## src/rtl/thread_state_ctrl_pkg.sv

```systemverilog
// Shared encodings for the thread-state table: state values, requester indices,
// control FSM states and the legal-predecessor rule used by the transition check.
package thread_state_ctrl_pkg;

  localparam int THREAD_STATE_W   = 2;
  localparam int THREAD_STATE_MSB = THREAD_STATE_W - 1;

  typedef enum logic [THREAD_STATE_MSB:0] {
    TS_NONE   = 2'd0,
    TS_WR_RDY = 2'd1,
    TS_BUSY   = 2'd2,
    TS_RD_RDY = 2'd3
  } thread_state_e;

  localparam int TS_REQ_CPU      = 0;
  localparam int TS_REQ_CORE_IN  = 1;
  localparam int TS_REQ_CORE_OUT = 2;
  localparam int N_REQ           = 3;

  typedef enum logic {
    CTRL_INIT = 1'b0,
    CTRL_RUN  = 1'b1
  } ctrl_state_e;

  // Index of the highest set bit; 0 for values 0 and 1.
  function automatic int msb(input int v);
    int r;
    r = 0;
    for (int i = 0; i < 31; i++) begin
      if ((v >> i) != 0) r = i;
    end
    return r;
  endfunction

  function automatic logic ts_legal(input logic [THREAD_STATE_MSB:0] old_s,
                                    input logic [THREAD_STATE_MSB:0] new_s);
    case (new_s)
      TS_WR_RDY: return (old_s == TS_NONE) || (old_s == TS_RD_RDY);
      TS_BUSY:   return (old_s == TS_WR_RDY);
      TS_RD_RDY: return (old_s == TS_BUSY);
      default:   return 1'b1;
    endcase
  endfunction

endpackage

```

## src/rtl/ts_wr_arbiter.sv

```systemverilog
// Three-way round-robin arbiter: picks the first asserted request starting at ptr_i,
// wrapping 2->0, and returns the pointer just past the winner (held if idle).
module ts_wr_arbiter
  import thread_state_ctrl_pkg::*;
(
  input  logic [N_REQ-1:0] req_i,
  input  logic [1:0]       ptr_i,
  output logic [N_REQ-1:0] gnt_o,
  output logic [1:0]       ptr_next_o
);

  logic [1:0] cand [N_REQ];

  // cand[k] is the requester examined k-th in priority order.
  for (genvar gi = 0; gi < N_REQ; gi++) begin : g_cand
    logic [2:0] sum;
    assign sum      = {1'b0, ptr_i} + 3'(gi);
    assign cand[gi] = (sum >= 3'(N_REQ)) ? 2'(sum - 3'(N_REQ)) : sum[1:0];
  end

  always_comb begin
    gnt_o      = '0;
    ptr_next_o = ptr_i;
    for (int k = N_REQ - 1; k >= 0; k--) begin
      if (req_i[cand[k]]) begin
        gnt_o          = '0;
        gnt_o[cand[k]] = 1'b1;
        ptr_next_o     = (cand[k] == 2'(N_REQ - 1)) ? 2'd0 : cand[k] + 2'd1;
      end
    end
  end

endmodule

```

## src/rtl/thread_state_ctrl.sv

```systemverilog
// Per-thread state table: clears itself after reset, then commits one arbitrated write per cycle.
// Build option: define THREAD_STATE_CHECK_EN to flag illegal state transitions on ts_err.
module thread_state_ctrl
  import thread_state_ctrl_pkg::*;
#(
  parameter int N_CORES       = 4,
  parameter int N_THREADS     = 16,
  parameter int N_THREADS_MSB = msb(N_THREADS - 1)
) (
  input  logic                        CLK,
  input  logic                        RST_N,
  input  logic [2:0]                  wr_req,
  input  logic [N_THREADS_MSB:0]      wr_num0,
  input  logic [N_THREADS_MSB:0]      wr_num1,
  input  logic [N_THREADS_MSB:0]      wr_num2,
  input  logic [THREAD_STATE_MSB:0]   wr_state0,
  input  logic [THREAD_STATE_MSB:0]   wr_state1,
  input  logic [THREAD_STATE_MSB:0]   wr_state2,
  output logic [2:0]                  wr_ack,
  input  logic [N_THREADS_MSB:0]      ts_rd_num,
  output logic [THREAD_STATE_MSB:0]   ts_rd,
  input  logic [N_THREADS_MSB:0]      cpu_rd_num,
  output logic [THREAD_STATE_MSB:0]   cpu_rd,
  output logic                        init_done,
  output logic                        ts_err
);

  // Degenerate configurations never clear or accept writes.
  localparam bit CFG_OK = (N_CORES > 0) && (N_THREADS > 1);
  localparam logic [N_THREADS_MSB:0] INIT_LAST = (N_THREADS_MSB + 1)'(N_THREADS - 1);

  ctrl_state_e                 state_q;
  logic [N_THREADS_MSB:0]      init_cnt_q;
  logic [1:0]                  rr_ptr_q;
  logic [1:0]                  rr_ptr_d;
  logic                        init_done_q;
  logic [N_REQ-1:0]            gnt;
  logic [N_THREADS_MSB:0]      req_num   [N_REQ];
  logic [THREAD_STATE_MSB:0]   req_state [N_REQ];
  logic [N_THREADS_MSB:0]      sel_num;
  logic [THREAD_STATE_MSB:0]   sel_state;
  logic                        run_wr;
  logic                        tbl_we;
  logic [N_THREADS_MSB:0]      tbl_waddr;
  logic [THREAD_STATE_MSB:0]   tbl_wdata;
  logic [THREAD_STATE_MSB:0]   tbl_q [N_THREADS];

  assign req_num[TS_REQ_CPU]        = wr_num0;
  assign req_num[TS_REQ_CORE_IN]    = wr_num1;
  assign req_num[TS_REQ_CORE_OUT]   = wr_num2;
  assign req_state[TS_REQ_CPU]      = wr_state0;
  assign req_state[TS_REQ_CORE_IN]  = wr_state1;
  assign req_state[TS_REQ_CORE_OUT] = wr_state2;

  ts_wr_arbiter u_arb (
    .req_i      (wr_req),
    .ptr_i      (rr_ptr_q),
    .gnt_o      (gnt),
    .ptr_next_o (rr_ptr_d)
  );

  // Gating on RST_N drops a pending request during the reset cycle itself.
  assign wr_ack = (RST_N && (state_q == CTRL_RUN)) ? gnt : '0;

  always_comb begin
    sel_num   = req_num[0];
    sel_state = req_state[0];
    for (int k = 1; k < N_REQ; k++) begin
      if (gnt[k]) begin
        sel_num   = req_num[k];
        sel_state = req_state[k];
      end
    end
  end

  // Out-of-range indices are still acked but never reach the table.
  assign run_wr = (|wr_ack) && (int'(sel_num) < N_THREADS);

  always_comb begin
    tbl_we    = 1'b0;
    tbl_waddr = init_cnt_q;
    tbl_wdata = TS_NONE;
    if (RST_N && CFG_OK) begin
      if (state_q == CTRL_INIT) begin
        tbl_we = 1'b1;
      end else if (run_wr) begin
        tbl_we    = 1'b1;
        tbl_waddr = sel_num;
        tbl_wdata = sel_state;
      end
    end
  end

  always_ff @(posedge CLK) begin
    if (tbl_we) tbl_q[tbl_waddr] <= tbl_wdata;
  end

  assign ts_rd  = tbl_q[ts_rd_num];
  assign cpu_rd = tbl_q[cpu_rd_num];

`ifdef THREAD_STATE_CHECK_EN
  logic ts_err_q;
  logic bad_wr;
  // Compared against the pre-write value; the write commits regardless.
  assign bad_wr = run_wr && !ts_legal(tbl_q[sel_num], sel_state);
  assign ts_err = ts_err_q;
`else
  assign ts_err = 1'b0;
`endif

  always_ff @(posedge CLK) begin
    if (!RST_N) begin
      state_q     <= CTRL_INIT;
      init_cnt_q  <= '0;
      rr_ptr_q    <= 2'd0;
      init_done_q <= 1'b0;
`ifdef THREAD_STATE_CHECK_EN
      ts_err_q    <= 1'b0;
`endif
    end else begin
      case (state_q)
        CTRL_INIT: begin
          init_cnt_q <= init_cnt_q + 1'b1;
          if (init_cnt_q == INIT_LAST) begin
            state_q     <= CTRL_RUN;
            init_done_q <= 1'b1;
          end
        end
        CTRL_RUN: begin
          rr_ptr_q <= rr_ptr_d;
`ifdef THREAD_STATE_CHECK_EN
          if (bad_wr) ts_err_q <= 1'b1;
`endif
        end
        default: state_q <= CTRL_INIT;
      endcase
    end
  end

  assign init_done = init_done_q;

endmodule

```

## config.mk

```make
export PLATFORM = sky130hd
export DESIGN_NAME = thread_state_ctrl
export DESIGN_NICKNAME = d
export VERILOG_FILES = /design/src/rtl/thread_state_ctrl_pkg.sv /design/src/rtl/ts_wr_arbiter.sv /design/src/rtl/thread_state_ctrl.sv
export SDC_FILE = /design/constraint.sdc
export NUM_CORES = 1
export LEC_CHECK = 0
export BUFFER_PORTS_ARGS = -buffer_cell sky130_fd_sc_hd__buf_2
export CORE_ASPECT_RATIO = 0.7
export CORE_UTILIZATION = 32
export CTS_BUF_LIST = sky130_fd_sc_hd__clkbuf_16
export DETAILED_ROUTE_END_ITERATION = 7
export GPL_ROUTABILITY_DRIVEN = 0
export SYNTH_ARGS = -nofsm -noshare
export SYNTH_HDL_FRONTEND = slang
export SYNTH_HIERARCHICAL = 1
export SYNTH_SLANG_ARGS = --single-unit
```

## constraint.sdc

```tcl
create_clock -name CLK -period 2.53 [get_ports CLK]
set_input_delay 0.1265 -clock CLK [delete_from_list [all_inputs] [get_ports CLK]]
set_output_delay 0.1265 -clock CLK [all_outputs]
set_load 0.02 [all_outputs]
```

==> run metrics <==
worst-case reg-to-reg path depth=12; initial antenna violation count=0; Slowest cell on crit path=dfxtp_4; syn_area_per_cell=12.2 um^2; critical-path cell list=inv_4 > ha_4 > mux2i_4 > o21a_1 > nand3_2 > a21oi_4 > buf_8 > mux2i_4 > o21a_4 > a32oi_4 > buf_12 > nor2_4; post-synthesis sequential area ratio=46.1%; largest area contributor in the netlist=edfxtp_1; H-tree depth=2; DR vias=2,002; final setup violation count=between 60 and 70; I/O pin count=40; Worst setup SP type=register; Distinct cells, synth=38; CTS max path bufs=2; Hold Crit Class=input port to register; count leader, synth=edfxtp_1; Max-cap violations=0; CP endpoint kind=register; maximum VDD drop=0.000335 V; RSZ-0062 raised after global routing=yes; share of cells above drive strength 1=65.2%; setup_tns=-10.89 ns; CTS root buf=clkbuf_16; first-pass GRT wire length=between 9000 and 10,000 um; FMAX=roughly 350 MHz; Yosys reg bits=40; syn nets=approximately 240; HP Start=RST_N; nets=314; Initial Util=about a third; final core utilization=52.0%; Reg-to-Reg Start=rr_ptr_q[0]; CTS Buf Count=5; pin count of the biggest net entering global routing=17; synth warn=6; remaining antenna violation count after routing=0; die height=74.9 um; hold endpoint=init_done; failing checks=negative setup slack; port bufs=38; fin crit period=2.83 ns; Synth Flop Type=edfxtp_1; Mapped Cells=around 200; Iter 0 DRT Violations=197; dpl hpwl=4680 um; Die X=roughly 110 um; Clock transition at path regs=about 0.06 ns; Die Footprint=7960 um^2; outcome=complete, but fails checks; number of synthesized flops with an enable pin=32; final WL=7160 um; Worst Path Max Fanout=6; Fin. Hold Viols=0; ANT cells=0; Core Region=7320 um^2; FP Rows=26; Worst R2R End=tbl_q[3][0]; Lkg Pwr=~1.4 nW; DR vias/cell=roughly 5.3; fin worst setup slack=-0.296 ns; Post-synth top cells=32 x edfxtp_1, 23 x nor2_1, 20 x mux4_2, 12 x mux2i_1, 11 x nand2_1; GR Overflow Total=0; cell mode on critical path=mux2i_4; First-pass DRT Iterations=4; period utilisation layout=112%; Worst Path Arrival=2.82 ns; CTS tree=built; clock sinks=40; hold buffers post-CTS=0; area growth from synthesis to layout=56.4%; All-Layer GR Usage=16.8%; cell area after synthesis=about 2400 um^2; max-slew violation count=0; Synth async-reset ratio=0%; Clock Skew=between 0.006 and 0.007 ns; r2r setup slk=-0.30 ns; Power Density=460 nW/um^2; drt wl/cell=19.0 um; Critical Path Max Stage Delay=approximately 0.36 ns; Residual DRC=0; required time of the critical path=~2.5 ns; Clk Latency, worst-skew pair=0.28 ns; top post-synthesis cells by area=edfxtp_1 40%, mux4_2 19%, dfxtp_1 6.6%; WS Path Type=register to register; post-synth top area share=39.5%; worst hold path stage count=2; vias in the first global route=1,811
area by class of cell:
| class | instances | area, um^2 |
|---|---|---|
| Inverter | 5 | 21.3 |
| Multi-Input combinational cell | 143 | 1760 |
| Tap cell | 98 | 123 |
| Fill cell | 616 | 3520 |
| Timing Repair Buffer | 83 | 606 |
| Sequential cell | 40 | 1130 |
| Clock buffer | 6 | 150 |
| Clock inverter | 2 | 17.5 |
worst max-delay path by stage:
stage	to	startpoint	slack (ns)	depth (start not counted)
global route	tbl_q[3][1]	rr_ptr_q[0]	-0.39	12
finish	tbl_q[3][0]	rr_ptr_q[0]	-0.30	12
detailed placement	tbl_q[2][0]	rr_ptr_q[0]	-0.38	11
global placement	tbl_q[2][0]	rr_ptr_q[0]	-0.31	11
floorplan	tbl_q[4][0]	rr_ptr_q[1]	0.002	12
CTS	tbl_q[1][1]	rr_ptr_q[0]	-0.17	11
placed cells by master (no fill, tap or decap), types with 4 or more instances in the layout:
cell | synthesis | final
buf_2 | 7 | 38
edfxtp_1 | 32 | 32
buf_4 | 1 | 31
mux4_2 | 20 | 20
nor2_4 | 0 | 17
nand2_1 | 11 | 11
buf_6 | 0 | 10
o21ai_2 | 0 | 7
a31oi_4 | 0 | 6
nor2b_1 | 6 | 6
clkbuf_16 | 0 | 6
dfxtp_1 | 8 | 6
mux2i_4 | 0 | 5
and2_4 | 0 | 4
nor2_1 | 23 | 4
mux2i_1 | 12 | 4
and2_1 | 6 | 4
cell families (layout without fill, tap and decap cells):
| kind of cell | after synthesis | count (layout) | synth area share [%] |
|---|---|---|---|
| flops | 40 | 40 | 46.1 |
| simple gates | 61 | 63 | 12.3 |
| fa+ha+maj | 5 | 5 | 2.57 |
| mux | 32 | 32 | 23.5 |
| xor+xnor | 3 | 3 | 1.08 |
| other cells | 1 | 1 | 0.154 |
| compound gates | 39 | 39 | 11.0 |
| buf+inv | 18 | 96 | 3.29 |
power by group:
| group | leakage [nW] | total [mW] | switching, mW | internal [mW] |
|---|---|---|---|---|
| logic | 0.874 | 0.340 | 0.175 | 0.165 |
| clock network | 0.0822 | 0.689 | 0.261 | 0.428 |
| registers | 0.399 | 0.722 | 0.0121 | 0.709 |
| total | 1.35 | 1.75 | 0.448 | 1.30 |
what timing repair did:
action | CTS | global route
hold endpoints to repair | 0 | 0
setup endpoints to repair | 65 | 65
buffers inserted | 2 | 16
pin swaps | 10 | 16
gates resized for setup | 55 | 54
gates cloned | 0 | 2
flip-flops by register name, summed over array words and instances, names as in the netlist:
signal      count
init_cnt_q      4
init_done       1
rr_ptr_q        2
state_q         1
tbl_q          32
per-layer routing:
layer,up-vias,wire length (um),global-route usage (%)
met2,80,3210,26.0
met5,-,0,0
met4,0,142,5.71
met1,975,3390,23.8
met3,11,418,3.29
li1,936,-,-
stage by stage:
stage	hold WS, ns	std cells	total power [mW]	setup slack [ns]	instance area [um^2]
3_3_place_gp	0.474	351	0.953	-0.313	3020
3_5_place_dp	0.475	351	0.956	-0.385	3020
2_1_floorplan	0.420	199	0.878	0.00178	2560
6_report	0.188	377	1.75	-0.296	3800
5_1_grt	0.202	377	1.81	-0.388	3800
4_1_cts	0.174	361	1.69	-0.174	3430
critical path: cells and delay by family (launching register included):
family                   cells  cell delay (ns)
multiplexers                 2             0.57
AO/OA/AOI/OAI                4             0.66
buffers and inverters        3             0.38
adder cells (fa/ha/maj)      1             0.31
flip-flops                   1             0.36
AND/OR/NAND/NOR              2             0.24
No activity file was read; power rests on OpenSTA's default activity.
